$ cat src/rtl/fp_addsub_if.sv
// Start/done handshake and operand/result bundle for the sequential FP adder.
interface fp_addsub_if #(
  parameter int unsigned EXP_W = 8,
  parameter int unsigned MAN_W = 23
);
  localparam int unsigned W = 1 + EXP_W + MAN_W;

  logic         start;
  logic         op_sub;
  logic [W-1:0] a;
  logic [W-1:0] b;
  logic         busy;
  logic         done;
  logic [W-1:0] result;
  logic         flag_invalid;
  logic         flag_ovf;
  logic         flag_unf;
  logic         flag_inexact;

  modport master (
    output start, op_sub, a, b,
    input  busy, done, result, flag_invalid, flag_ovf, flag_unf, flag_inexact
  );

  modport slave (
    input  start, op_sub, a, b,
    output busy, done, result, flag_invalid, flag_ovf, flag_unf, flag_inexact
  );
endinterface

$ cat src/rtl/fp_addsub_seq.sv
// Multi-cycle IEEE-754 adder/subtractor, round-to-nearest-even, subnormals flushed to zero.
// One state per cycle: IDLE -> ALIGN -> ADD -> NORM -> ROUND; done pulses on leaving ROUND.
module fp_addsub_seq #(
  parameter int unsigned EXP_W = 8,
  parameter int unsigned MAN_W = 23
) (
  input logic        clk,
  input logic        reset_n,
  fp_addsub_if.slave bus
);

  localparam int unsigned W     = 1 + EXP_W + MAN_W;
  localparam int unsigned SIG_W = MAN_W + 1;
  localparam int unsigned SW    = MAN_W + 4;  // significand plus guard, round, sticky
  localparam int unsigned EW    = EXP_W + 2;  // signed exponent with headroom both ways

  localparam logic [EXP_W-1:0]        ExpOnes = '1;
  localparam logic [EXP_W-1:0]        ShMax   = EXP_W'(MAN_W + 3);
  localparam logic signed [EW-1:0]    ExpMax  = {2'b00, {EXP_W{1'b1}}};
  localparam logic [W-1:0]            QNaN    = {1'b0, ExpOnes, 1'b1, {(MAN_W-1){1'b0}}};

  typedef enum logic [2:0] {StIdle, StAlign, StAdd, StNorm, StRound} state_e;

  state_e                state_q, state_d;
  logic [W-1:0]          a_q, b_q;
  logic                  op_q;
  logic [SW-1:0]         big_q, small_q;
  logic                  sign_q, sub_q, zsign_q;
  logic signed [EW-1:0]  exp_q, nexp_q;
  logic [SW:0]           sum_q;
  logic [SW-1:0]         norm_q;
  logic [W-1:0]          result_q;
  logic                  done_q, inv_q, ovf_q, unf_q, inx_q;

  // Unpack the held operands; B carries the operation in its effective sign.
  logic               sa, sb, za, zb, a_big;
  logic [EXP_W-1:0]   ea, eb;
  logic [MAN_W-1:0]   fa, fb;
  logic [SIG_W-1:0]   sig_a, sig_b;
  logic [W-2:0]       mag_a, mag_b;
  logic               nan_a, nan_b, inf_a, inf_b;

  assign sa    = a_q[W-1];
  assign sb    = b_q[W-1] ^ op_q;
  assign ea    = a_q[W-2:MAN_W];
  assign eb    = b_q[W-2:MAN_W];
  assign fa    = a_q[MAN_W-1:0];
  assign fb    = b_q[MAN_W-1:0];
  assign za    = (ea == '0);
  assign zb    = (eb == '0);
  assign sig_a = za ? '0 : {1'b1, fa};
  assign sig_b = zb ? '0 : {1'b1, fb};
  assign mag_a = za ? '0 : a_q[W-2:0];
  assign mag_b = zb ? '0 : b_q[W-2:0];
  assign a_big = (mag_a >= mag_b);
  assign nan_a = (ea == ExpOnes) && (fa != '0);
  assign nan_b = (eb == ExpOnes) && (fb != '0);
  assign inf_a = (ea == ExpOnes) && (fa == '0);
  assign inf_b = (eb == ExpOnes) && (fb == '0);

  // ALIGN
  logic [EXP_W-1:0]     e_big, e_sml, e_diff, sh_amt;
  logic [SIG_W-1:0]     s_big, s_sml;
  logic [2*SW-1:0]      sh_w;
  logic [SW-1:0]        big_d, small_d;
  logic                 sign_d;
  logic signed [EW-1:0] exp_d;

  always_comb begin
    if (a_big) begin
      e_big = ea;
      e_sml = eb;
      s_big = sig_a;
      s_sml = sig_b;
    end else begin
      e_big = eb;
      e_sml = ea;
      s_big = sig_b;
      s_sml = sig_a;
    end
    e_diff  = e_big - e_sml;
    sh_amt  = (e_diff > ShMax) ? ShMax : e_diff;
    // Lower half of the wide shift collects everything pushed past the round bit.
    sh_w    = {s_sml, 3'b000, {SW{1'b0}}} >> sh_amt;
    small_d = {sh_w[2*SW-1:SW+1], sh_w[SW] | (|sh_w[SW-1:0])};
    big_d   = {s_big, 3'b000};
    sign_d  = a_big ? sa : sb;
    exp_d   = {2'b00, e_big};
  end

  // ADD: operands are ordered by magnitude, so the difference never goes negative.
  logic [SW:0] sum_d;
  assign sum_d = sub_q ? ({1'b0, big_q} - {1'b0, small_q}) : ({1'b0, big_q} + {1'b0, small_q});

  // NORM
  int                   lz;
  logic                 found;
  logic [SW-1:0]        norm_d;
  logic signed [EW-1:0] nexp_d;

  always_comb begin
    lz    = 0;
    found = 1'b0;
    for (int i = SW - 1; i >= 0; i--) begin
      if (!found) begin
        if (sum_q[i]) found = 1'b1;
        else          lz    = lz + 1;
      end
    end
    if (sum_q[SW]) begin
      norm_d = {sum_q[SW:2], sum_q[1] | sum_q[0]};
      nexp_d = exp_q + EW'(1);
    end else begin
      norm_d = sum_q[SW-1:0] << lz;
      nexp_d = exp_q - EW'(lz);
    end
  end

  // ROUND plus special-case override
  logic                 g, r, s, rup;
  logic [SIG_W:0]       mant_r;
  logic signed [EW-1:0] e_rnd;
  logic [W-1:0]         res_d;
  logic                 inv_d, ovf_d, unf_d, inx_d;
  logic                 unused_hidden;

  assign unused_hidden = mant_r[MAN_W];

  always_comb begin
    g      = norm_q[2];
    r      = norm_q[1];
    s      = norm_q[0];
    rup    = g & (r | s | norm_q[3]);
    mant_r = {1'b0, norm_q[SW-1:3]} + {{SIG_W{1'b0}}, rup};
    e_rnd  = nexp_q + {{(EW-1){1'b0}}, mant_r[SIG_W]};
    inv_d  = 1'b0;
    ovf_d  = 1'b0;
    unf_d  = 1'b0;
    inx_d  = g | r | s;
    if (norm_q == '0) begin
      res_d = {zsign_q, {(W-1){1'b0}}};
      inx_d = 1'b0;
    end else if (e_rnd >= ExpMax) begin
      res_d = {sign_q, ExpOnes, {MAN_W{1'b0}}};
      ovf_d = 1'b1;
      inx_d = 1'b1;
    end else if (e_rnd[EW-1] || (e_rnd == '0)) begin
      res_d = {sign_q, {(W-1){1'b0}}};
      unf_d = 1'b1;
      inx_d = 1'b1;
    end else begin
      // On a rounding carry the low fraction bits are already zero.
      res_d = {sign_q, e_rnd[EXP_W-1:0], mant_r[MAN_W-1:0]};
    end

    if (nan_a || nan_b || (inf_a && inf_b && (sa != sb))) begin
      res_d = QNaN;
      inv_d = 1'b1;
      ovf_d = 1'b0;
      unf_d = 1'b0;
      inx_d = 1'b0;
    end else if (inf_a || inf_b) begin
      res_d = {inf_a ? sa : sb, ExpOnes, {MAN_W{1'b0}}};
      ovf_d = 1'b0;
      unf_d = 1'b0;
      inx_d = 1'b0;
    end
  end

  always_comb begin
    state_d = state_q;
    unique case (state_q)
      StIdle:  if (bus.start) state_d = StAlign;
      StAlign: state_d = StAdd;
      StAdd:   state_d = StNorm;
      StNorm:  state_d = StRound;
      StRound: state_d = StIdle;
      default: state_d = StIdle;
    endcase
  end

  always_ff @(posedge clk or negedge reset_n) begin
    if (!reset_n) begin
      state_q  <= StIdle;
      a_q      <= '0;
      b_q      <= '0;
      op_q     <= 1'b0;
      big_q    <= '0;
      small_q  <= '0;
      sign_q   <= 1'b0;
      sub_q    <= 1'b0;
      zsign_q  <= 1'b0;
      exp_q    <= '0;
      sum_q    <= '0;
      norm_q   <= '0;
      nexp_q   <= '0;
      result_q <= '0;
      done_q   <= 1'b0;
      inv_q    <= 1'b0;
      ovf_q    <= 1'b0;
      unf_q    <= 1'b0;
      inx_q    <= 1'b0;
    end else begin
      state_q <= state_d;
      done_q  <= 1'b0;
      if (state_q == StIdle && bus.start) begin
        a_q  <= bus.a;
        b_q  <= bus.b;
        op_q <= bus.op_sub;
      end
      if (state_q == StAlign) begin
        big_q   <= big_d;
        small_q <= small_d;
        sign_q  <= sign_d;
        sub_q   <= sa ^ sb;
        zsign_q <= sa & sb;  // exact-zero sign: -0 only when both effective signs are negative
        exp_q   <= exp_d;
      end
      if (state_q == StAdd) sum_q <= sum_d;
      if (state_q == StNorm) begin
        norm_q <= norm_d;
        nexp_q <= nexp_d;
      end
      if (state_q == StRound) begin
        result_q <= res_d;
        inv_q    <= inv_d;
        ovf_q    <= ovf_d;
        unf_q    <= unf_d;
        inx_q    <= inx_d;
        done_q   <= 1'b1;
      end
    end
  end

  assign bus.busy         = (state_q != StIdle);
  assign bus.done         = done_q;
  assign bus.result       = result_q;
  assign bus.flag_invalid = inv_q;
  assign bus.flag_ovf     = ovf_q;
  assign bus.flag_unf     = unf_q;
  assign bus.flag_inexact = inx_q;

endmodule

$ cat src/flat_wrapper.sv
// flat-port wrapper written by rule: the top's interface ports become plain ports
module fp_addsub_seq_flat 
#(
  parameter int unsigned EXP_W = 8,
  parameter int unsigned MAN_W = 23
)
  (clk, reset_n, bus_start, bus_op_sub, bus_a, bus_b, bus_busy, bus_done, bus_result, bus_flag_invalid, bus_flag_ovf, bus_flag_unf, bus_flag_inexact);
  fp_addsub_if #(.EXP_W(EXP_W), .MAN_W(MAN_W)) bus_i ();
  input logic clk;
  input logic reset_n;
  input wire logic [$bits(bus_i.start)-1:0] bus_start;
  input wire logic [$bits(bus_i.op_sub)-1:0] bus_op_sub;
  input wire logic [$bits(bus_i.a)-1:0] bus_a;
  input wire logic [$bits(bus_i.b)-1:0] bus_b;
  output wire logic [$bits(bus_i.busy)-1:0] bus_busy;
  output wire logic [$bits(bus_i.done)-1:0] bus_done;
  output wire logic [$bits(bus_i.result)-1:0] bus_result;
  output wire logic [$bits(bus_i.flag_invalid)-1:0] bus_flag_invalid;
  output wire logic [$bits(bus_i.flag_ovf)-1:0] bus_flag_ovf;
  output wire logic [$bits(bus_i.flag_unf)-1:0] bus_flag_unf;
  output wire logic [$bits(bus_i.flag_inexact)-1:0] bus_flag_inexact;
  assign bus_i.start = bus_start;
  assign bus_i.op_sub = bus_op_sub;
  assign bus_i.a = bus_a;
  assign bus_i.b = bus_b;
  assign bus_busy = bus_i.busy;
  assign bus_done = bus_i.done;
  assign bus_result = bus_i.result;
  assign bus_flag_invalid = bus_i.flag_invalid;
  assign bus_flag_ovf = bus_i.flag_ovf;
  assign bus_flag_unf = bus_i.flag_unf;
  assign bus_flag_inexact = bus_i.flag_inexact;
  fp_addsub_seq #(.EXP_W(EXP_W), .MAN_W(MAN_W)) u_core (.clk(clk), .reset_n(reset_n), .bus(bus_i));
endmodule
$ cat config.mk
export PLATFORM = sky130hd
export DESIGN_NAME = fp_addsub_seq_flat
export DESIGN_NICKNAME = d
export VERILOG_FILES = /design/src/rtl/fp_addsub_if.sv /design/src/rtl/fp_addsub_seq.sv /design/src/flat_wrapper.sv
export SDC_FILE = /design/constraint.sdc
export NUM_CORES = 1
export LEC_CHECK = 0
export CELL_PAD_IN_SITES_DETAIL_PLACEMENT = 1
export CELL_PAD_IN_SITES_GLOBAL_PLACEMENT = 1
export CORE_UTILIZATION = 51
export CTS_CLUSTER_SIZE = 30
export DETAILED_ROUTE_END_ITERATION = 6
export PLACE_DENSITY_LB_ADDON = 0.15
export SLEW_MARGIN = 20
export SYNTH_ARGS = -nofsm -noshare
export SYNTH_HDL_FRONTEND = slang
export SYNTH_SLANG_ARGS = --single-unit
$ cat constraint.sdc
create_clock -name clk -period 27.6 [get_ports clk]
set_input_delay 5.52 -clock clk [delete_from_list [all_inputs] [get_ports clk]]
set_output_delay 5.52 -clock clk [all_outputs]
set_load 0.03 [all_outputs]
== Yosys cells after proc, flatten, opt, wreduce, memory -nomap -nowiden ==
Index checks and enable logic that the tools add are counted.
Word-level totals
  output and inout bits: 38
  bits of input ports: 68
  bits in registers: 232
  word-level logic and storage cells: 238
Operators by class
  order comparisons: 3
  bitwise gates (word level): 10
  eq/ne operators: 8
  reduce and logical (&&, ||, !) cells: 22
  shift-type cells: 2
  add/sub/neg operators: 33
  mux-type cells: 141
Operators by type and width (count)
  $mux W32: 55
  $add A32 B2 Y32 const B: 25
  $mux W31: 4
  $mux W24: 4
  $mux W1: 70
  $shr A54 B8 Y54: 1
  $logic_not A23 Y1: 2
  $reduce_bool A23 Y1: 2
  $shl A27 B32 Y27: 1
  $ge A31 B31 Y1: 1
  $add A27 B27 Y28: 1
  $mux W28: 1
  $sub A27 B27 Y28: 1
  $logic_not A27 Y1: 1
  $mux W27: 1
  $reduce_or A27 Y1: 1
  $add A24 B1 Y25: 1
  $mux W8: 3
  $eq A8 B8 Y1 const B: 2
  $logic_not A8 Y1: 2
  $pmux W3 S4: 1
  $add A10 B1 Y10: 1
  $ge A10 B9 Y1 const B: 1
  $logic_not A10 Y1: 1
  19 further kinds: 36

== Longest topological paths before layout ==
Gate-level depths: netlist of run 1.
  depth in word-level cells: 81
  mapped depth: 95
  mapped depth without buffers: 91

== Worst setup path before layout of run 1 ==
OpenSTA, ideal clock, no wires.
  path type: reg-to-reg
  start point: register u_core.sum_q[24]
  end point: register u_core.nexp_q[7]
  data arrival time: 17133 ps
  period minus slack after synthesis: 17267 ps
  setup time: 134 ps
  cell stages (with the launch flop): 95
  slack: 10333 ps
  data required time: 27466 ps
  cells stage by stage: dfrtp_1 -> buf_2 -> a21oi_1 -> ha_1 -> o31a_1 -> ha_1 -> mux2_2 -> o31a_1 -> ha_1 -> nand2_1 -> nand2_1 -> ha_1 -> mux2i_1 -> o21ai_0 -> ha_1 -> mux2i_1 -> nor2_1 -> a21oi_1 -> [59 not listed] -> ha_1 -> nand2b_1 -> xor2_1 -> nor2_1 -> xor2_1 -> inv_1 -> buf_2 -> clkbuf_1 -> ha_1 -> a21o_1 -> a21o_1 -> a21o_1 -> a21o_1 -> a21o_1 -> xnor2_1 -> nor2_1 -> a21oi_1 -> o21ai_0
Between the ends
  cells in the longest elaborated chain, start to end: 76
  elaborated cells on any way between the ends: 101
  those cells by class: 25 x add/sub; 76 x mux
Ends and longest elaborated chain
  start, declared: RTL line fp_addsub_seq.sv:30  | logic [SW:0] sum_q;
  start signal, assigned: RTL line fp_addsub_seq.sv:219  | if (state_q == StAdd) sum_q <= sum_d;
  $mux W32: RTL line fp_addsub_seq.sv:106  | if (sum_q[i]) found = 1'b1;
  $mux W32: RTL line fp_addsub_seq.sv:105  | if (!found) begin
  $add A32 B2 Y32: RTL line fp_addsub_seq.sv:107  | else lz = lz + 1;
  $mux W32: RTL line fp_addsub_seq.sv:106
  $mux W32: RTL line fp_addsub_seq.sv:105
  $add A32 B2 Y32: RTL line fp_addsub_seq.sv:107
  $mux W32: RTL line fp_addsub_seq.sv:106
  $mux W32: RTL line fp_addsub_seq.sv:105
  [60 not listed]
  $add A32 B2 Y32: RTL line fp_addsub_seq.sv:107
  $mux W32: RTL line fp_addsub_seq.sv:106
  $mux W32: RTL line fp_addsub_seq.sv:105
  $add A32 B2 Y32: RTL line fp_addsub_seq.sv:107
  $mux W32: RTL line fp_addsub_seq.sv:106
  $mux W32 *: RTL line fp_addsub_seq.sv:105
  $sub A9 B10 Y10 *: RTL line fp_addsub_seq.sv:115  | nexp_d = exp_q - EW'(lz);
  $mux W10 *: RTL line fp_addsub_seq.sv:110  | if (sum_q[SW]) begin
  end signal, assigned: RTL line fp_addsub_seq.sv:222  | nexp_q <= nexp_d;
  end, declared: RTL line fp_addsub_seq.sv:29  | logic signed [EW-1:0] exp_q, nexp_q;
Mark *: on every way between the ends. The rest lies on a longest branch, timed or not.
A chain may end at the register's enable or synchronous reset.

== Worst setup path after layout of run 1 ==
  start point: register u_core.sum_q[23]
  end point: register u_core.nexp_q[8]
Between the ends
  cells in the longest elaborated chain, start to end: 73
  elaborated cells on any way between the ends: 97
  those cells by class: 24 x add/sub; 73 x mux
Ends and longest elaborated chain (RTL line)
  $mux W32: fp_addsub_seq.sv:106
  $mux W32: fp_addsub_seq.sv:105
  $add A32 B2 Y32: fp_addsub_seq.sv:107
  $mux W32: fp_addsub_seq.sv:106
  $mux W32: fp_addsub_seq.sv:105
  $add A32 B2 Y32: fp_addsub_seq.sv:107
  $mux W32: fp_addsub_seq.sv:106
  $mux W32: fp_addsub_seq.sv:105
  [57 not listed]
  $add A32 B2 Y32: fp_addsub_seq.sv:107
  $mux W32: fp_addsub_seq.sv:106
  $mux W32: fp_addsub_seq.sv:105
  $add A32 B2 Y32: fp_addsub_seq.sv:107
  $mux W32: fp_addsub_seq.sv:106
  $mux W32 *: fp_addsub_seq.sv:105
  $sub A9 B10 Y10 *: fp_addsub_seq.sv:115
  $mux W10 *: fp_addsub_seq.sv:110
Marks and branches as above.

==> results of run 1 <==
-- state kept, by name (all words and copies together), names as in the netlist, 3 cells and up --
register,cells
u_core.state_q,3
u_core.exp_q,8
u_core.bus.result,32
u_core.small_q,27
u_core.sum_q,28
u_core.big_q,24
u_core.a_q,32
u_core.norm_q,27
u_core.b_q,32
u_core.nexp_q,10
-- path summary, 6_finish.rpt --
check | to | cells after the start | start
max | u_core.nexp_q[8] | 85 | u_core.sum_q[23]
min | u_core.bus.result[18] | 2 | u_core.bus.result[18]
max reg2reg | u_core.nexp_q[8] | 85 | u_core.sum_q[23]
min reg2reg | u_core.bus.result[18] | 2 | u_core.bus.result[18]
max in group asynchronous | u_core.norm_q[5] | 3 | reset_n
min in group asynchronous | u_core.norm_q[3] | 1 | reset_n
-- placed cells by master (no fill, tap or decap), drive strengths merged, types with 37 or more instances in the layout --
| master | instances |
|---|---|
| nor3 | 73 |
| nand2 | 369 |
| nand3 | 82 |
| inv | 108 |
| nor4 | 38 |
| xnor2 | 112 |
| nor2 | 238 |
| clkbuf | 39 |
| clkdlybuf4s50 | 104 |
| dfrtp | 232 |
| a21oi | 187 |
| mux2 | 87 |
| o21ai | 219 |
| mux2i | 93 |
| o22ai | 37 |
| xor2 | 46 |
| a21o | 38 |
| ha | 118 |
-- cell type report --
cell class / instances / area share (%)
inverters: 111 / 1.74
well taps: 539 / 2.81
repair buffers: 124 / 5.02
multi-input cells: 2234 / 62.2
flip-flops and latches: 232 / 24.2
clock inverters: 11 / 0.804
clock buffers: 39 / 3.22
-- per-stage QoR --
step | setup WS, ns | std cells | hold slack [ns]
after global routing | 6.57 | 3290 | 0.499
final | 7.62 | 3290 | 0.482
after CTS | 7.71 | 3290 | 0.483
after floorplan | 10.33 | 2732 | 0.442
after global placement | 8.99 | 3240 | 0.459
after detailed placement | 7.84 | 3240 | 0.470
-- synth_stat cells, types with 10 or more instances --
master,n
a21oi_1,186
a22oi_1,14
dfrtp_1,232
nor4_1,35
o211ai_1,15
a21o_1,38
a31oi_1,24
nor3_1,70
mux4_2,10
mux2i_1,90
nand2_1,369
o31ai_1,11
nand3_1,82
o21ai_0,210
clkbuf_1,129
nor2b_1,30
o21bai_1,26
and2_1,33
or3_1,16
o21a_1,18
buf_2,14
mux2_2,87
ha_1,118
nor2_1,237
nor4b_1,11
nand3b_1,10
xor2_1,45
inv_1,107
a211oi_1,23
nand4_1,32
and3_1,28
o22ai_1,36
xnor2_1,105
a221oi_1,10
nand2b_1,28
-- logic make-up (layout without fill, tap and decap cells) --
logic type	Yosys count	after routing	synth area share (%)
muxes	190	190	10.0
adders and majority gates	124	124	7.17
xor gates and xnor gates	168	168	7.78
AOI/OAI and AO/OA	720	720	20.9
buffers and inverters	266	285	4.77
DFF	232	232	26.7
and+or+nand+nor	1032	1032	22.6
-- layer usage --
metal	share of wire, %	GRT usage [%]	up-vias
met5	0	0	-
met4	4.0	13.2	0
met3	3.0	3.26	178
met2	52	63.3	464
met1	41	39.4	10449
li1	-	-	9803
-- worst max-delay path, delay by kind of cell, from the launching register on --
family	cells	cell delay [ns]
AND/OR/NAND/NOR	20	2.59
multiplexers	17	3.82
adder cells (fa/ha/maj)	24	8.22
AO/OA/AOI/OAI	22	3.93
buffers and inverters	2	0.74
flip-flops	1	0.52
==> results.ini, run 1 <==
[grt]
grt_pass1_vias=21976
grt_antenna_before_repair=0
overflow=0
grt_util_all_layers_pct=33.8
grt_max_degree=88
grt_pass1_wl_um=119000

[sta]
fin_crit_sh_pct=72.4
grt_setup_unrepaired=false
setup_tns_ns=0
fmax_mhz=50.0
slew_viol_final=0
slew_headroom_pct=29.0
timing.final.crit_period_ns=19.98
worst_pin_slew_ns=1.06
skew_ns=0.0203
hold_viol=0
finalSetupViolCount=0

[floorplan]
die_h_um=208
coreArea_sq_um=41900
die_w_um=208
num_rows=75
ioPinCount=106
initial_core_util_pct=51.8
dieArea_sq_um=43400

[logic_synthesis]
synthCells=2732
synth-edff-count=0
synthTopCellsByArea=dfrtp_1 27%, ha_1 6.8%, nand2_1 6.4%
synth-main-ff-cell=dfrtp_1
yosys.area.top_type=dfrtp_1
synth.top_cell.area_share_pct=26.7
synth_seq_area_share_pct=26.7
avgSynthCellArea_sq_um=7.95
yosys.cell_types.count=109
syn_area_sq_um=21700
syn_nets=2920
yosys_warnings=0
ys_ff_latch=232
synthArstFlopShare_pct=100

[route]
vias=20894
dr.pass1.iters=5
routed_via_density=6.35
drt-initial-drc-count=1275
ant_nets=0
routedWlPerCell_um=22.5
routed_wl_um=74200
drc=0

[clock_tree]
ctsResizeCount=0
clock_sinks=232
root_buffer=clkbuf_16
cts_setup_buffers=0
htreeDepth=1
clk_latency_ns=0.59
postCtsHoldBufs=0
clockBufferDepth=3
cts-buffers-inserted=28
clkTransAtPathRegs_ns=0.06
cts_tree=done

[finish]
nets=2919
final_cell_area_sq_um=24000
area_growth_pct=10.4
fill_cells=5077
antennaDiodeCount=0
drive_gt1_share_pct=7.89
regArea_sq_um=5810
fin_util_pct=57.1
multiInputGateArea_sq_um=14900

[placed_design]
placed_area_sq_um=23000
globalplace.congestion=0.931
dp_hpwl_um=56900
port_buffers=105

[worst_setup_path]
crit_slowest_cell=or4_1
crit_type=register to register
r2r_slack_ns=7.62
cp_data_arrival_time_ns=20.44
startpoint_type=register
worstPathRequired_ns=28.06
slowest_delay_ns=0.74
endpoint_kind=register
cp_common_cell=ha_1
path_max_fanout=20

[run_status]
outcome=finished, final reports clean

[hold_path]
hold_class=register to register

[job]
cap_violations=0

Power of run 1 is left out: the tool's default activity adds up to more than one toggle a clock period on the data nets, which glitch-free logic cannot reach.
==> run 2, diff against run 1 <==
--- a/config.mk
+++ b/config.mk
@@ -7,7 +7,7 @@
 export LEC_CHECK = 0
 export CELL_PAD_IN_SITES_DETAIL_PLACEMENT = 1
 export CELL_PAD_IN_SITES_GLOBAL_PLACEMENT = 1
-export CORE_UTILIZATION = 51
+export CORE_UTILIZATION = 47
 export CTS_CLUSTER_SIZE = 30
 export DETAILED_ROUTE_END_ITERATION = 6
 export PLACE_DENSITY_LB_ADDON = 0.15
==> constraint.sdc (replaced) <==
create_clock -name clk -period 18.6 [get_ports clk]
set_input_delay 3.72 -clock clk [delete_from_list [all_inputs] [get_ports clk]]
set_output_delay 3.72 -clock clk [all_outputs]
set_load 0.03 [all_outputs]
==> run 2 against run 1 <==
Net effect: register-to-register slack got worse by 6.7 ns; sequential cell count unchanged; global-route usage fell by 3.1 points; hold slack worse by 0.0028 ns; count of clock-buffer cells in the layout fell by 3; worst setup slack lost 6.7 ns; first-iteration DRC count fell by 5.3%; design area increased by 1.4%.
==> results.ini, run 2 (same netlist as run 1, synthesis figures left out) <==
[route]
routed_wl_um=72200  ; was 74200 um
drc=0  ; unchanged
dr.pass1.iters=5  ; unchanged
vias=20573  ; was 20.9k
drt-initial-drc-count=1208  ; was 1275
ant_nets=0  ; unchanged
routed_via_density=6.10  ; was 6.35
routedWlPerCell_um=21.4  ; was 22.5 um

[clock_tree]
cts_tree=done  ; unchanged
clockBufferDepth=3  ; unchanged
clock_sinks=232  ; unchanged
root_buffer=clkbuf_16  ; unchanged
clk_latency_ns=0.59  ; about the same
htreeDepth=1  ; unchanged
cts-buffers-inserted=28  ; unchanged
clkTransAtPathRegs_ns=0.06  ; about the same

[sta]
fmax_mhz=56.6  ; was 50.0 MHz
hold_viol=0  ; unchanged
skew_ns=0.0387  ; was 0.0203 ns
fin_crit_sh_pct=95.1  ; was 72.4%
worst_pin_slew_ns=1.02  ; was 1.06 ns
finalSetupViolCount=0  ; unchanged
setup_tns_ns=0  ; unchanged
hold-worst-slack_ns=0.480  ; was 0.482 ns
timing.final.crit_period_ns=17.68  ; was 19.98 ns
slew_viol_final=0  ; unchanged
slew_headroom_pct=30.9  ; was 29.0%

[finish]
antennaDiodeCount=0  ; unchanged
layout_commonest_cell=nand2_1  ; unchanged
nets=2940  ; was 2919
fin_util_pct=53.4  ; was 57.1%
drive_gt1_share_pct=9.42  ; was 7.89%
final_cell_mix=367 x nand2_1, 234 x nor2_1, 229 x dfrtp_1, 208 x o21ai_0, 179 x a21oi_1  ; was 366 x nand2_1, 235 x nor2_1, 232 x dfrtp_1, 210 x o21ai_0, 186 x a21oi_1
area_growth_pct=11.9  ; was 10.4%
final_cell_area_sq_um=24300  ; was 24000 sq um

[worst_setup_path]
cp_common_cell=ha_1  ; unchanged
endpoint_kind=register  ; unchanged
cp_data_arrival_time_ns=18.12  ; was 20.44 ns
startpoint_type=register  ; unchanged
crit_type=register to register  ; unchanged
path_max_fanout=9  ; was 20
slowest_delay_ns=0.44  ; was 0.74 ns
worstPathRequired_ns=19.04  ; was 28.06 ns
crit_slowest_cell=dfrtp_2  ; was or4_1

[floorplan]
num_rows=78  ; was 75
die_w_um=217  ; was 208 um
initial_core_util_pct=47.7  ; was 51.8%
dieArea_sq_um=47100  ; was 43400 sq um
ioPinCount=106  ; unchanged
die_h_um=217  ; was 208 um
coreArea_sq_um=45500  ; was 41900 sq um

[placed_design]
globalplace.congestion=0.949  ; was 0.931
port_buffers=105  ; unchanged
dp_hpwl_um=56200  ; was 56900 um
placed_area_sq_um=23100  ; was 23000 sq um

[grt]
grt_max_degree=96  ; was 88
grt_antenna_before_repair=0  ; unchanged
grt_util_all_layers_pct=30.7  ; was 33.8%
overflow=0  ; unchanged
grt_pass1_vias=21382  ; was 22.0k
grt_pass1_wl_um=117000  ; was 119000 um

[run_status]
outcome=finished, final reports clean  ; unchanged

[job]
cap_violations=0  ; unchanged

[hold_path]
hold_class=register to register  ; unchanged

## run 2: changes by cell type in the layout (fill, tap and decap cells not counted), moves of 3 or more
cell and delta:
buf_4 +22, dfrtp_1 -3, a21oi_1 -7, a21oi_2 +7, clkbuf_1 -3, dfrtp_2 +3
ha_1 -5, ha_4 +5
## run 2: per-layer routing
| layer | part of all wire, % | up-vias | routed length (um) | track usage, % |
|---|---|---|---|---|
| li1 | - | 9854 | - | - |
| met1 | 43 | 10228 | 31300 | 38.7 |
| met2 | 50 | 370 | 36400 | 55.2 |
| met3 | 2.7 | 121 | 1940 | 2.12 |
| met4 | 3.5 | 0 | 2520 | 10.9 |
| met5 | 0 | - | 0 | 0 |
## run 2: area by class of cell
cell class                 count  area, sq um
multi-input combinational   2234        15000
inverter                     111          417
timing repair buffer         145         1360
fill                        5454        21200
clock buffer                  36          761
tap                          600          751
sequential                   232         5810
clock inverter                13          198
## run 2: per-stage QoR
stage,setup slack (ns),instances
final,0.919,3371
after global placement,0.726,3309
after CTS,0.0346,3358
after floorplan,1.33,2732
after detailed placement,-0.225,3309
after global routing,-0.0234,3371
## run 2: worst paths after layout
| kind | slack [ns] | startpoint | end | cells past startpoint |
|---|---|---|---|---|
| min in group asynchronous | 3.12 | reset_n | u_core.bus.result[0] | 1 |
| setup reg to reg | 0.92 | u_core.sum_q[25] | u_core.nexp_q[7] | 90 |
| hold / removal | 0.48 | u_core.bus.result[27] | u_core.bus.result[27] | 2 |
| max in group asynchronous | 13.93 | reset_n | u_core.b_q[7] | 2 |
| setup / recovery | 0.92 | u_core.sum_q[25] | u_core.nexp_q[7] | 90 |
| hold reg to reg | 0.48 | u_core.bus.result[27] | u_core.bus.result[27] | 2 |
## run 2: worst max-delay path: cells and delay by family (launching register included)
| family | cells | cell delay (ns) |
|---|---|---|
| fa+ha+maj | 25 | 7.32 |
| compound gates | 26 | 4.27 |
| mux | 16 | 3.20 |
| simple gates | 17 | 1.47 |
| xor+xnor | 3 | 0.56 |
| flops | 1 | 0.44 |
| buf+inv | 3 | 0.28 |
## run 2: repair_timing
action                                  in CTS  in global routing
resized for setup                           10                 17
endpoints found under the hold margin        0                  0
hold buffers                                 0                  0
endpoints found under the setup margin       4                 35
pin swaps                                    0                 10
buffers inserted                             0                 13
Power of run 2 is left out for the same reason.
